--- config.mk ---
export PLATFORM = sky130hd
export DESIGN_NAME = mac_vlg_rx_deframer
export DESIGN_NICKNAME = d
export VERILOG_FILES = /design/src/rtl/mac_vlg_pkg.sv /design/src/rtl/mac_vlg_crc32_byte.sv /design/src/rtl/mac_vlg_rx_deframer.sv
export SDC_FILE = /design/constraint.sdc
export NUM_CORES = 1
export LEC_CHECK = 0
export ABC_AREA = 1
export CAP_MARGIN = 20
export CORE_MARGIN = 3
export CORE_UTILIZATION = 45
export CTS_BUF_LIST = sky130_fd_sc_hd__clkbuf_8 sky130_fd_sc_hd__clkbuf_16
export DETAILED_ROUTE_END_ITERATION = 16
export PLACE_DENSITY = 0.67
export SKIP_LAST_GASP = 1
export SLEW_MARGIN = 5
export SYNTH_ARGS = -nofsm -noshare
export SYNTH_HDL_FRONTEND = slang
export SYNTH_SLANG_ARGS = --single-unit
--- constraint.sdc ---
create_clock -name clk -period 1.9 [get_ports clk]
set_clock_uncertainty 0.05 [all_clocks]
set_input_delay 0.38 -clock clk [delete_from_list [all_inputs] [get_ports clk]]
set_output_delay 0.38 -clock clk [all_outputs]
set_load 0.02 [all_outputs]
--- src/rtl/mac_vlg_pkg.sv ---
// mac_vlg_pkg: shared MAC framer/deframer types, constants and the receive FSM encoding.
// Contents: mac_addr_t, fcs_t, mac_hdr_t, mac_meta_t, PREAMBLE, MAC_SFD,
//           MAC_BROADCAST, MAC_FCS_RESIDUE, mac_rx_fsm_t.
package mac_vlg_pkg;
    typedef logic [47:0] mac_addr_t;
    typedef logic [31:0] fcs_t;
    typedef struct packed {
        mac_addr_t   dst_mac;
        mac_addr_t   src_mac;
        logic [15:0] ethertype;
    } mac_hdr_t;
    typedef struct packed {
        mac_hdr_t    hdr;
        logic [15:0] length;
        logic        val;
    } mac_meta_t;
    localparam logic [7:0] PREAMBLE        = 8'h55;
    localparam logic [7:0] MAC_SFD         = 8'hD5;
    localparam mac_addr_t  MAC_BROADCAST   = 48'hFFFF_FFFF_FFFF;
    localparam fcs_t       MAC_FCS_RESIDUE = 32'hDEBB20E3;
    typedef enum logic [2:0] {RX_DROP, RX_IDLE, RX_PRE, RX_HDR, RX_PLD} mac_rx_fsm_t;
endpackage

--- src/rtl/mac_vlg_crc32_byte.sv ---
// mac_vlg_crc32_byte: byte-wide reflected CRC-32 (poly 0x04C11DB7, no final xor) with state register.
// Ports: clk, rst_n (sync, active-low), init (load 0xFFFFFFFF), en (absorb dat), dat[7:0], crc[31:0] (register).
import mac_vlg_pkg::*;
module mac_vlg_crc32_byte (
    input  logic       clk,
    input  logic       rst_n,
    input  logic       init,
    input  logic       en,
    input  logic [7:0] dat,
    output fcs_t       crc
);
    fcs_t crc_q, crc_d;
    function automatic fcs_t crc_step(input fcs_t c, input logic [7:0] d);
        fcs_t r;
        r = c ^ {24'h0, d};
        for (int i = 0; i < 8; i++) r = r[0] ? (r >> 1) ^ 32'hEDB88320 : r >> 1;
        return r;
    endfunction
    always_comb crc_d = init ? '1 : en ? crc_step(crc_q, dat) : crc_q;
    always_ff @(posedge clk) begin
        if (!rst_n) crc_q <= '1;
        else        crc_q <= crc_d;
    end
    assign crc = crc_q;
endmodule

--- src/rtl/mac_vlg_rx_deframer.sv ---
// mac_vlg_rx_deframer: GMII-style receive deframer; checks preamble/SFD, parses and filters the
// header, strips the FCS and emits payload bytes with sof/eof framing and a meta descriptor.
// Ports: clk, rst_n (sync, active-low); phy_dat/phy_val/phy_err (PHY byte stream);
//        rx_dat/rx_val/rx_sof/rx_eof/rx_err, rx_meta (registered payload stream + descriptor).
// Option: define MAC_RX_FCS_CHECK_EN to add a CRC-32 residue check that sets rx_err at eof.
import mac_vlg_pkg::*;
module mac_vlg_rx_deframer #(
    parameter mac_addr_t MAC_ADDR    = 48'h02_00_00_00_00_01,
    parameter int        PROMISC     = 0,
    parameter int        MAX_PAYLOAD = 1500
) (
    input  logic       clk,
    input  logic       rst_n,
    input  logic [7:0] phy_dat,
    input  logic       phy_val,
    input  logic       phy_err,
    output logic [7:0] rx_dat,
    output logic       rx_val,
    output logic       rx_sof,
    output logic       rx_eof,
    output logic       rx_err,
    output mac_meta_t  rx_meta
);
    mac_rx_fsm_t  state_q, state_d;
    logic [3:0]   pre_cnt_q, pre_cnt_d, hdr_cnt_q, hdr_cnt_d;
    mac_hdr_t     hdr_q, hdr_d;
    logic [39:0]  dly_q, dly_d;
    logic [2:0]   dly_cnt_q, dly_cnt_d;
    logic [15:0]  len_q, len_d;
    logic         bad_q, bad_d;
    logic [7:0]   rx_dat_q, rx_dat_d;
    logic         rx_val_q, rx_val_d, rx_sof_q, rx_sof_d, rx_eof_q, rx_eof_d, rx_err_q, rx_err_d;
    mac_meta_t    meta_q, meta_d;
    logic [111:0] hdr_shift;
    logic         pass, emit, last, last_err, fcs_bad;
`ifdef MAC_RX_FCS_CHECK_EN
    fcs_t crc;
    mac_vlg_crc32_byte u_crc (
        .clk  (clk),
        .rst_n(rst_n),
        .init (state_q == RX_PRE && phy_val && phy_dat == MAC_SFD),
        .en   (phy_val && (state_q == RX_HDR || state_q == RX_PLD)),
        .dat  (phy_dat),
        .crc  (crc)
    );
    assign fcs_bad = crc != MAC_FCS_RESIDUE;
`else
    assign fcs_bad = 1'b0;
`endif
    assign hdr_shift = {hdr_q[103:0], phy_dat};
    assign pass = PROMISC != 0 || hdr_shift[111:64] == MAC_ADDR || hdr_shift[111:64] == MAC_BROADCAST;
    always_comb begin
        state_d   = state_q;
        pre_cnt_d = pre_cnt_q;
        hdr_cnt_d = hdr_cnt_q;
        hdr_d     = hdr_q;
        dly_d     = dly_q;
        dly_cnt_d = dly_cnt_q;
        len_d     = len_q;
        bad_d     = bad_q | (phy_val & phy_err);
        emit      = 1'b0;
        last      = 1'b0;
        last_err  = 1'b0;
        rx_dat_d  = rx_dat_q;
        rx_val_d  = 1'b0;
        rx_sof_d  = 1'b0;
        rx_eof_d  = 1'b0;
        rx_err_d  = 1'b0;
        meta_d    = meta_q;
        meta_d.val = 1'b0;
        case (state_q)
            RX_DROP: if (!phy_val) state_d = RX_IDLE;
            RX_IDLE: if (phy_val) begin
                state_d   = phy_dat == PREAMBLE ? RX_PRE : RX_DROP;
                pre_cnt_d = 4'd1;
            end
            RX_PRE: begin
                if (!phy_val) state_d = RX_IDLE;
                else if (phy_dat == PREAMBLE) begin
                    pre_cnt_d = pre_cnt_q + 4'd1;
                    if (pre_cnt_q == 4'd7) state_d = RX_DROP;
                end else if (phy_dat == MAC_SFD) begin
                    state_d   = RX_HDR;
                    hdr_cnt_d = '0;
                    bad_d     = phy_err;
                end else state_d = RX_DROP;
            end
            RX_HDR: begin
                if (!phy_val) state_d = RX_IDLE;
                else begin
                    hdr_d     = hdr_shift;
                    hdr_cnt_d = hdr_cnt_q + 4'd1;
                    if (hdr_cnt_q == 4'd13) begin
                        state_d   = pass ? RX_PLD : RX_DROP;
                        dly_cnt_d = '0;
                        len_d     = '0;
                    end
                end
            end
            RX_PLD: begin
                if (!phy_val) begin
                    // Fewer than five post-header bytes is a runt: nothing was emitted, nothing to close.
                    state_d  = RX_IDLE;
                    emit     = dly_cnt_q == 3'd5;
                    last     = 1'b1;
                    last_err = bad_q | fcs_bad;
                end else begin
                    dly_d = {dly_q[31:0], phy_dat};
                    if (dly_cnt_q != 3'd5) dly_cnt_d = dly_cnt_q + 3'd1;
                    else begin
                        emit = 1'b1;
                        if (len_q == 16'(MAX_PAYLOAD - 1)) begin
                            last     = 1'b1;
                            last_err = 1'b1;
                            state_d  = RX_DROP;
                        end
                    end
                end
            end
            default: state_d = RX_DROP;
        endcase
        if (emit) begin
            rx_val_d      = 1'b1;
            rx_dat_d      = dly_q[39:32];
            rx_sof_d      = len_q == '0;
            rx_eof_d      = last;
            rx_err_d      = last & last_err;
            len_d         = len_q + 16'd1;
            meta_d.length = len_q + 16'd1;
            meta_d.val    = last;
            if (len_q == '0) meta_d.hdr = hdr_q;
        end
    end
    always_ff @(posedge clk) begin
        if (!rst_n) begin
            state_q   <= RX_DROP;
            pre_cnt_q <= '0;
            hdr_cnt_q <= '0;
            hdr_q     <= '0;
            dly_q     <= '0;
            dly_cnt_q <= '0;
            len_q     <= '0;
            bad_q     <= 1'b0;
            rx_dat_q  <= '0;
            rx_val_q  <= 1'b0;
            rx_sof_q  <= 1'b0;
            rx_eof_q  <= 1'b0;
            rx_err_q  <= 1'b0;
            meta_q    <= '0;
        end else begin
            state_q   <= state_d;
            pre_cnt_q <= pre_cnt_d;
            hdr_cnt_q <= hdr_cnt_d;
            hdr_q     <= hdr_d;
            dly_q     <= dly_d;
            dly_cnt_q <= dly_cnt_d;
            len_q     <= len_d;
            bad_q     <= bad_d;
            rx_dat_q  <= rx_dat_d;
            rx_val_q  <= rx_val_d;
            rx_sof_q  <= rx_sof_d;
            rx_eof_q  <= rx_eof_d;
            rx_err_q  <= rx_err_d;
            meta_q    <= meta_d;
        end
    end
    assign rx_dat  = rx_dat_q;
    assign rx_val  = rx_val_q;
    assign rx_sof  = rx_sof_q;
    assign rx_eof  = rx_eof_q;
    assign rx_err  = rx_err_q;
    assign rx_meta = meta_q;
endmodule
==> parameters.txt, run 1 <==
Parameter                              Value

Placed design
  Final GP Congestion ... approximately 0.85
  Input/output buffers ... around 150
  Half-perimeter wire length after detailed placement ... roughly 19 mm
  Number of cells in the design after placement ... roughly 2100
  Pre-CTS WS ... -102 ps

Pwr
  Static Leak ... 7.03 nW
  Power Total ... 0.0139 W
  Power density over the cells ... around 890 nW/µm²
  Worst VDD drop ... 0.854 mV

STA
  Actual transition at the worst max-transition pin ... about 540 ps
  Setup WS post-layout ... around 26 ps
  Tcrit/Tclk final ... between 90% and 100%
  Highest clock rate ... approximately 0.53 GHz
  Final count of hold timing violations ... 0
  Slew margin rel. ... ~64%
  Final min period ... 1870 ps
  Final setup violation count ... 0
  Setup repair after global routing missed its margin ... yes
  Max-slew violation total from the final report ... 0

Floorplanning
  Starting utilization of the core area ... between 40% and 50%
  Standard-cell row count ... 60
  Overall die area ... ~30000 µm²
  Top-Level Pins ... about 150
  Floorplan die width ... 172 µm
  Area inside the core boundary ... roughly 27000 µm²
  Height of the die ... 172 µm

Clock network
  CTS Buffer Depth ... 3
  Post-cts repair resize count ... between 40 and 50
  Clock latency on the worst-skew pair ... approximately 500 ps
  CTS Sinks ... ~320
  Hold-fix buffer count after cts ... 0
  Number of H-tree levels ... 2
  Number of buffers added by the clock tree synthesis step ... 34
  Post-CTS Setup Bufs ... 0
  Post-CTS clock slew at the launch and capture registers of the worst setup and hold paths ... 60 ps
  CTS tree ... built
  CTS root buffer ... clkbuf_16

Setup path
  Critical path endpoint category ... output pin
  Buffering stage count on the worst path with inverters included ... 1
  Data arrival time of the critical path ... approximately 1400 ps
  Cell chain of the critical path ... clkdlybuf4s50_1
  Critical-path top delay cell ... clkdlybuf4s50_1
  Delay of the slowest cell on the worst path ... approximately 610 ps
  Required time at the worst-slack endpoint ... ~1500 ps
  Critical Setup Path Class ... reg -> out
  Max FO, Critical Path ... 2
  Critical path's top delay family ... buffers and inverters
  Nature of the critical path startpoint ... flop

Detailed routing
  Vias post-DR ... roughly 11000
  Count of antenna-violating nets left after detailed routing ... 0
  Router iterations before antenna repair ... 5
  Average detailed-routed wire length per instance ... between 10 and 15 µm
  Starting DRT DRC Count ... approximately 800
  DRC Markers ... 0
  Routed Wire Length ... ~30 mm
  Via-per-instance ratio ... around 5.1

Yosys
  Share of synthesized area occupied by flip-flops and latches ... 51.9%
  Most area-hungry cell type in the Yosys netlist ... dfxtp_1
  Synth top area cells ... dfxtp_1 (52%), a21oi_1 (12%), nand2_1 (8.6%)
  Post-Synthesis Net Count ... around 1700
  Cell area after synthesis ... between 10000 and 15000 µm²
  Number of synthesized register bits ... about 320
  Library cells used by synthesis ... 33
  Yosys Warn Count ... 0
  Area share of the largest cell type after synthesis ... between 50 and 60%
  Count of mapped cells out of synthesis ... around 1600
  Post-Syn Area per Cell ... between 7 and 8 µm²

Run status
  Run status ... finished clean

Final layout
  Nets@finish ... about 1800
  Post-layout instance count excluding filler cells ... ~2200
  Most common library cell in the layout ignoring fill and taps ... dfxtp_1
  Share of post-route cells with drive strength above 1 ... 6.88%
  Most frequent cells in the layout ... dfxtp_1 (323), a21oi_1 (308), nand2_1 (285)
  Diodes inserted ... 0
  Area overhead of the layout relative to synthesis ... 25.8%

Global routing
  Grt total ovfl ... 0
  Gr usage total ... 19.4%
  First-pass GRT wire length ... about 49 mm
  Maximum number of pins on one net before global-route repair ... 137
  Vias in the first global route ... 10143
  Antenna violations before repair ... 0

Hold path
  Worst min path class ... in -> reg

Job
  Number of max-cap violations ... 0
## cells in the mapped netlist (all sizes together)
master / count
o21a: 2
nand2: 287
ha: 7
xor2: 2
buf: 40
a21oi: 309
a31o: 1
or2: 2
nand3: 180
nor3b: 1
clkbuf: 75
nor2: 98
and3: 1
a211oi: 2
inv: 157
nor3: 8
o21ai: 139
o211ai: 2
xnor2: 1
a31oi: 1
dfxtp: 323
nand4: 5
## cell families (layout without fill, tap and decap cells)
| family | count (synthesis) | after routing | synth area share, % |
|---|---|---|---|
| and+or+nand+nor | 582 | 582 | 19.9 |
| AOI/OAI and AO/OA | 456 | 456 | 18.6 |
| DFF | 323 | 323 | 51.9 |
| buffers and inverters | 272 | 418 | 8.75 |
| adders and majority gates | 7 | 7 | 0.703 |
| xor gates and xnor gates | 3 | 3 | 0.211 |
## cell type report
class,instances,area [µm²]
multi-input combinational,1048,4930
inverter,157,594
clock inverter,13,70.1
timing repair buffer,206,2180
fill,2556,11400
tap,372,465
clock buffer,42,972
sequential,323,6470
## layer usage
layer	up-vias	GRT usage [%]	wire (µm)
met5	-	0	0
met4	0	4.44	476
met3	38	3.41	1290
met2	194	31.5	14000
met1	5096	27.2	14200
li1	5656	-	-
## path summary, 6_finish.rpt
check | from | end | slack, ps | cells after the start
min reg2reg | rx_meta[108] | rx_meta[108] | 390 | 2
max | rx_meta[121] | rx_meta[121] | 30 | 1
max reg2reg | len_q[14] | rx_meta[63] | 30 | 10
min | rst_n | state_q[2] | 220 | 3
## tightest hold or removal path: stages
cell and delay [ps]:
buf_4 200, nand2_1 100, nor2_1 30
## where the power goes
part           switching, W  internal, W  total (W)
clock               0.00260      0.00360    0.00620
sequential        0.0000470      0.00682    0.00687
combinational      0.000583     0.000253   0.000837
total               0.00323       0.0107     0.0139
## sequential cells by signal, indices dropped and copies added, names as in the netlist
signal	flops
bad_q	1
dly_cnt_q	3
dly_q	40
hdr_cnt_q	4
hdr_q	112
len_q	16
pre_cnt_q	4
rx_dat	8
rx_err	1
rx_meta	129
rx_sof	1
rx_val	1
state_q	3
## per-stage QoR
stage	utilization [%]	setup TNS, ps	instance area (µm²)	hold slack [ps]
floorplan	-	0	12500	371
global placement	53.4	-240	14500	383
detailed placement	53.4	-480	14500	385
CTS	57.1	0	15500	199
global route	57.8	-1320	15700	220
finish	57.8	0	15700	221
Note: power is estimated with default switching activity, not from simulation.
==> inputs of run 2 (changes only) <==
--- a/config.mk
+++ b/config.mk
@@ -12,6 +12,7 @@
 export CTS_BUF_LIST = sky130_fd_sc_hd__clkbuf_8 sky130_fd_sc_hd__clkbuf_16
 export DETAILED_ROUTE_END_ITERATION = 16
 export PLACE_DENSITY = 0.67
+export SKIP_CTS_REPAIR_TIMING = 1
 export SKIP_LAST_GASP = 1
 export SLEW_MARGIN = 5
 export SYNTH_ARGS = -nofsm -noshare
==> run 2 against run 1 <==
Power barely moved. Sequential share of layout area shrank 0.48 points. Die area did not move. Utilization up 0.68 points. Critical path depth is the same. Largest power group unchanged.
==> parameters.txt, run 2 (synthesis results as in run 1) <==
Parameter                              Value

Clock network
  Number of buffers added by the clock tree synthesis step ... 34 (unchanged)
  CTS root buffer ... clkbuf_16
  CTS Sinks ... 323 (unchanged)
  CTS Buffer Depth ... 3 (unchanged)
  CTS tree ... built
  Post-CTS clock slew at the launch and capture registers of the worst setup and hold paths ... 60 ps (about the same)
  Clock latency on the worst-skew pair ... 500 ps (about the same)
  Number of H-tree levels ... 2 (unchanged)

Floorplanning
  Standard-cell row count ... 60 (unchanged)
  Height of the die ... 172 µm (unchanged)
  Area inside the core boundary ... 27100 µm² (unchanged)
  Starting utilization of the core area ... 46.0% (unchanged)
  Overall die area ... 29700 µm² (unchanged)
  Top-Level Pins ... 153 (unchanged)
  Floorplan die width ... 172 µm (unchanged)

STA
  Setup repair after global routing missed its margin ... yes
  Tcrit/Tclk final ... 98.6% (about the same)
  Slew margin rel. ... 63.5% (-0.60 points)
  Minimum hold slack ... 221 ps (-0.134 ps)
  Final count of hold timing violations ... 0 (unchanged)
  Actual transition at the worst max-transition pin ... 548 ps (+8.96 ps)
  Setup WS post-layout ... 26.9 ps (+1.21 ps)
  Final min period ... 1870 ps (-1.21 ps)
  Max-slew violation total from the final report ... 0 (unchanged)
  Highest clock rate ... 0.534 GHz (about the same)
  Final setup violation count ... 0 (unchanged)

Final layout
  Most frequent cells in the layout ... dfxtp_1 (323), a21oi_1 (308), nand2_1 (285)
  Nets@finish ... 1789 (unchanged)
  Share of post-route cells with drive strength above 1 ... 7.15% (+0.28 points)
  Most common library cell in the layout ignoring fill and taps ... dfxtp_1
  Flip-flop count of the largest register, all copies and words added ... 129 (unchanged)
  Diodes inserted ... 0 (unchanged)
  Area overhead of the layout relative to synthesis ... 27.3%

Run status
  Run status ... finished clean

Setup path
  Max FO, Critical Path ... 2 (unchanged)
  Critical path endpoint category ... output pin
  R2r startpoint ... len_q[14]
  Delay of the slowest cell on the worst path ... 610 ps (about the same)
  Nature of the critical path startpoint ... flop
  Critical Setup Path Class ... reg -> out
  Critical-path top delay cell ... clkdlybuf4s50_1
  Required time at the worst-slack endpoint ... 1470 ps (about the same)
  Cell chain of the critical path ... clkdlybuf4s50_1
  Critical path's top delay family ... buffers and inverters
  Buffering stage count on the worst path with inverters included ... 1 (unchanged)
  Origin of the worst setup path ... rx_meta[121]
  Data arrival time of the critical path ... 1440 ps (about the same)

Pwr
  Power Total ... 0.0139 W (about the same)
  Comb pwr share ... 6.0% (about the same)
  Switching component of the power ... 0.00322 W (-0.23%)
  Relative contribution of the clock network to total power ... 44.5% (about the same)
  Fraction of power consumed by sequential logic ... 49.4% (about the same)
  Switching portion of total power ... 23.2% (-0.042 points)
  Static Leak ... 7.64 nW (+8.8%)
  Cell-internal power ... 0.0107 W (about the same)
  Power density over the cells ... 877 nW/µm² (-1.2%)
  Worst VDD drop ... 0.857 mV (+0.34%)

Global routing
  Vias in the first global route ... 10145 (+0.020%)
  Grt total ovfl ... 0 (unchanged)
  Gr usage total ... 19.4% (about the same)
  Antenna violations before repair ... 0 (unchanged)
  Maximum number of pins on one net before global-route repair ... 137 (unchanged)
  First-pass GRT wire length ... 49.0 mm (about the same)

Detailed routing
  Starting DRT DRC Count ... 742 (-4.5%)
  Via-per-instance ratio ... 5.08 (about the same)
  Router iterations before antenna repair ... 5 (unchanged)
  Count of antenna-violating nets left after detailed routing ... 0 (unchanged)
  Routed Wire Length ... 30.0 mm (+0.19%)
  Vias post-DR ... 10978 (-0.055%)
  DRC Markers ... 0 (unchanged)
  Average detailed-routed wire length per instance ... 13.9 µm (+0.19%)

Job
  Number of max-cap violations ... 0 (unchanged)

Placed design
  Input/output buffers ... 152 (unchanged)
  Half-perimeter wire length after detailed placement ... 19.0 mm (unchanged)
  Final GP Congestion ... 0.851 (unchanged)
  Pre-CTS WS ... -102 ps (unchanged)

Hold path
  Worst min path class ... in -> reg
  Startpoint of the worst hold path ... rst_n
## run 2: cell types whose count changed in the layout (fill, tap and decap cells not counted)
cell / before / now
o21ai_1: 30 / 27
o21ai_0: 109 / 107
o21ai_2: 0 / 5
dlygate4sd2_1: 44 / 0
dlymetal6s2s_1: 77 / 121
## run 2: path summary, 6_finish.rpt
kind                                      to  slack (ps)  depth (start not counted)
worst max-delay path            rx_meta[121]          30                          1
worst min-delay path              state_q[2]         220                          3
worst max register to register   rx_meta[60]          60                         10
worst min register to register  rx_meta[108]         390                          2
## run 2: power groups by stage
stage	Clock (W)	Sequential, W	Combinational, W
floorplan	0	0.00701	0.000574
global placement	0	0.00702	0.000821
detailed placement	0	0.00702	0.000831
CTS	0.00635	0.00687	0.000833
global route	0.00662	0.00687	0.000940
finish	0.00619	0.00687	0.000839
## run 2: final cells by class
cell class / count / area (µm²)
clock buffer: 42 / 972
clock inverter: 13 / 70.1
timing repair buffer: 206 / 2340
inverter: 157 / 594
sequential: 323 / 6470
tap: 372 / 465
fill: 2521 / 11200
multi-input combinational: 1048 / 4950
## run 2: metrics by stage
step	TNS [ps]	util, %	instances	cell area, µm²
3_5_place_dp	-480	53.4	2106	14500
4_1_cts	-932	57.3	2161	15500
6_report	0	58.5	2161	15900
2_1_floorplan	0	-	1643	12500
3_3_place_gp	-240	53.4	2106	14500
5_1_grt	-1380	58.5	2161	15900
## run 2: metal layers
| metal | share of wire (%) | GRT usage [%] | wire length, µm |
|---|---|---|---|
| met5 | 0 | 0 | 0 |
| met4 | 1.5 | 4.44 | 446 |
| met3 | 4.9 | 3.38 | 1470 |
| met2 | 46 | 31.5 | 13900 |
| met1 | 47 | 27.2 | 14100 |
==> inputs of run 3 (changes only) <==
--- a/config.mk
+++ b/config.mk
@@ -11,6 +11,7 @@
 export CORE_UTILIZATION = 45
 export CTS_BUF_LIST = sky130_fd_sc_hd__clkbuf_8 sky130_fd_sc_hd__clkbuf_16
 export DETAILED_ROUTE_END_ITERATION = 16
+export HOLD_SLACK_MARGIN = 0.1
 export PLACE_DENSITY = 0.67
 export SKIP_CTS_REPAIR_TIMING = 1
 export SKIP_LAST_GASP = 1
==> results of run 3 <==
Final layout, timing and power as in run 2 (identical DEF).
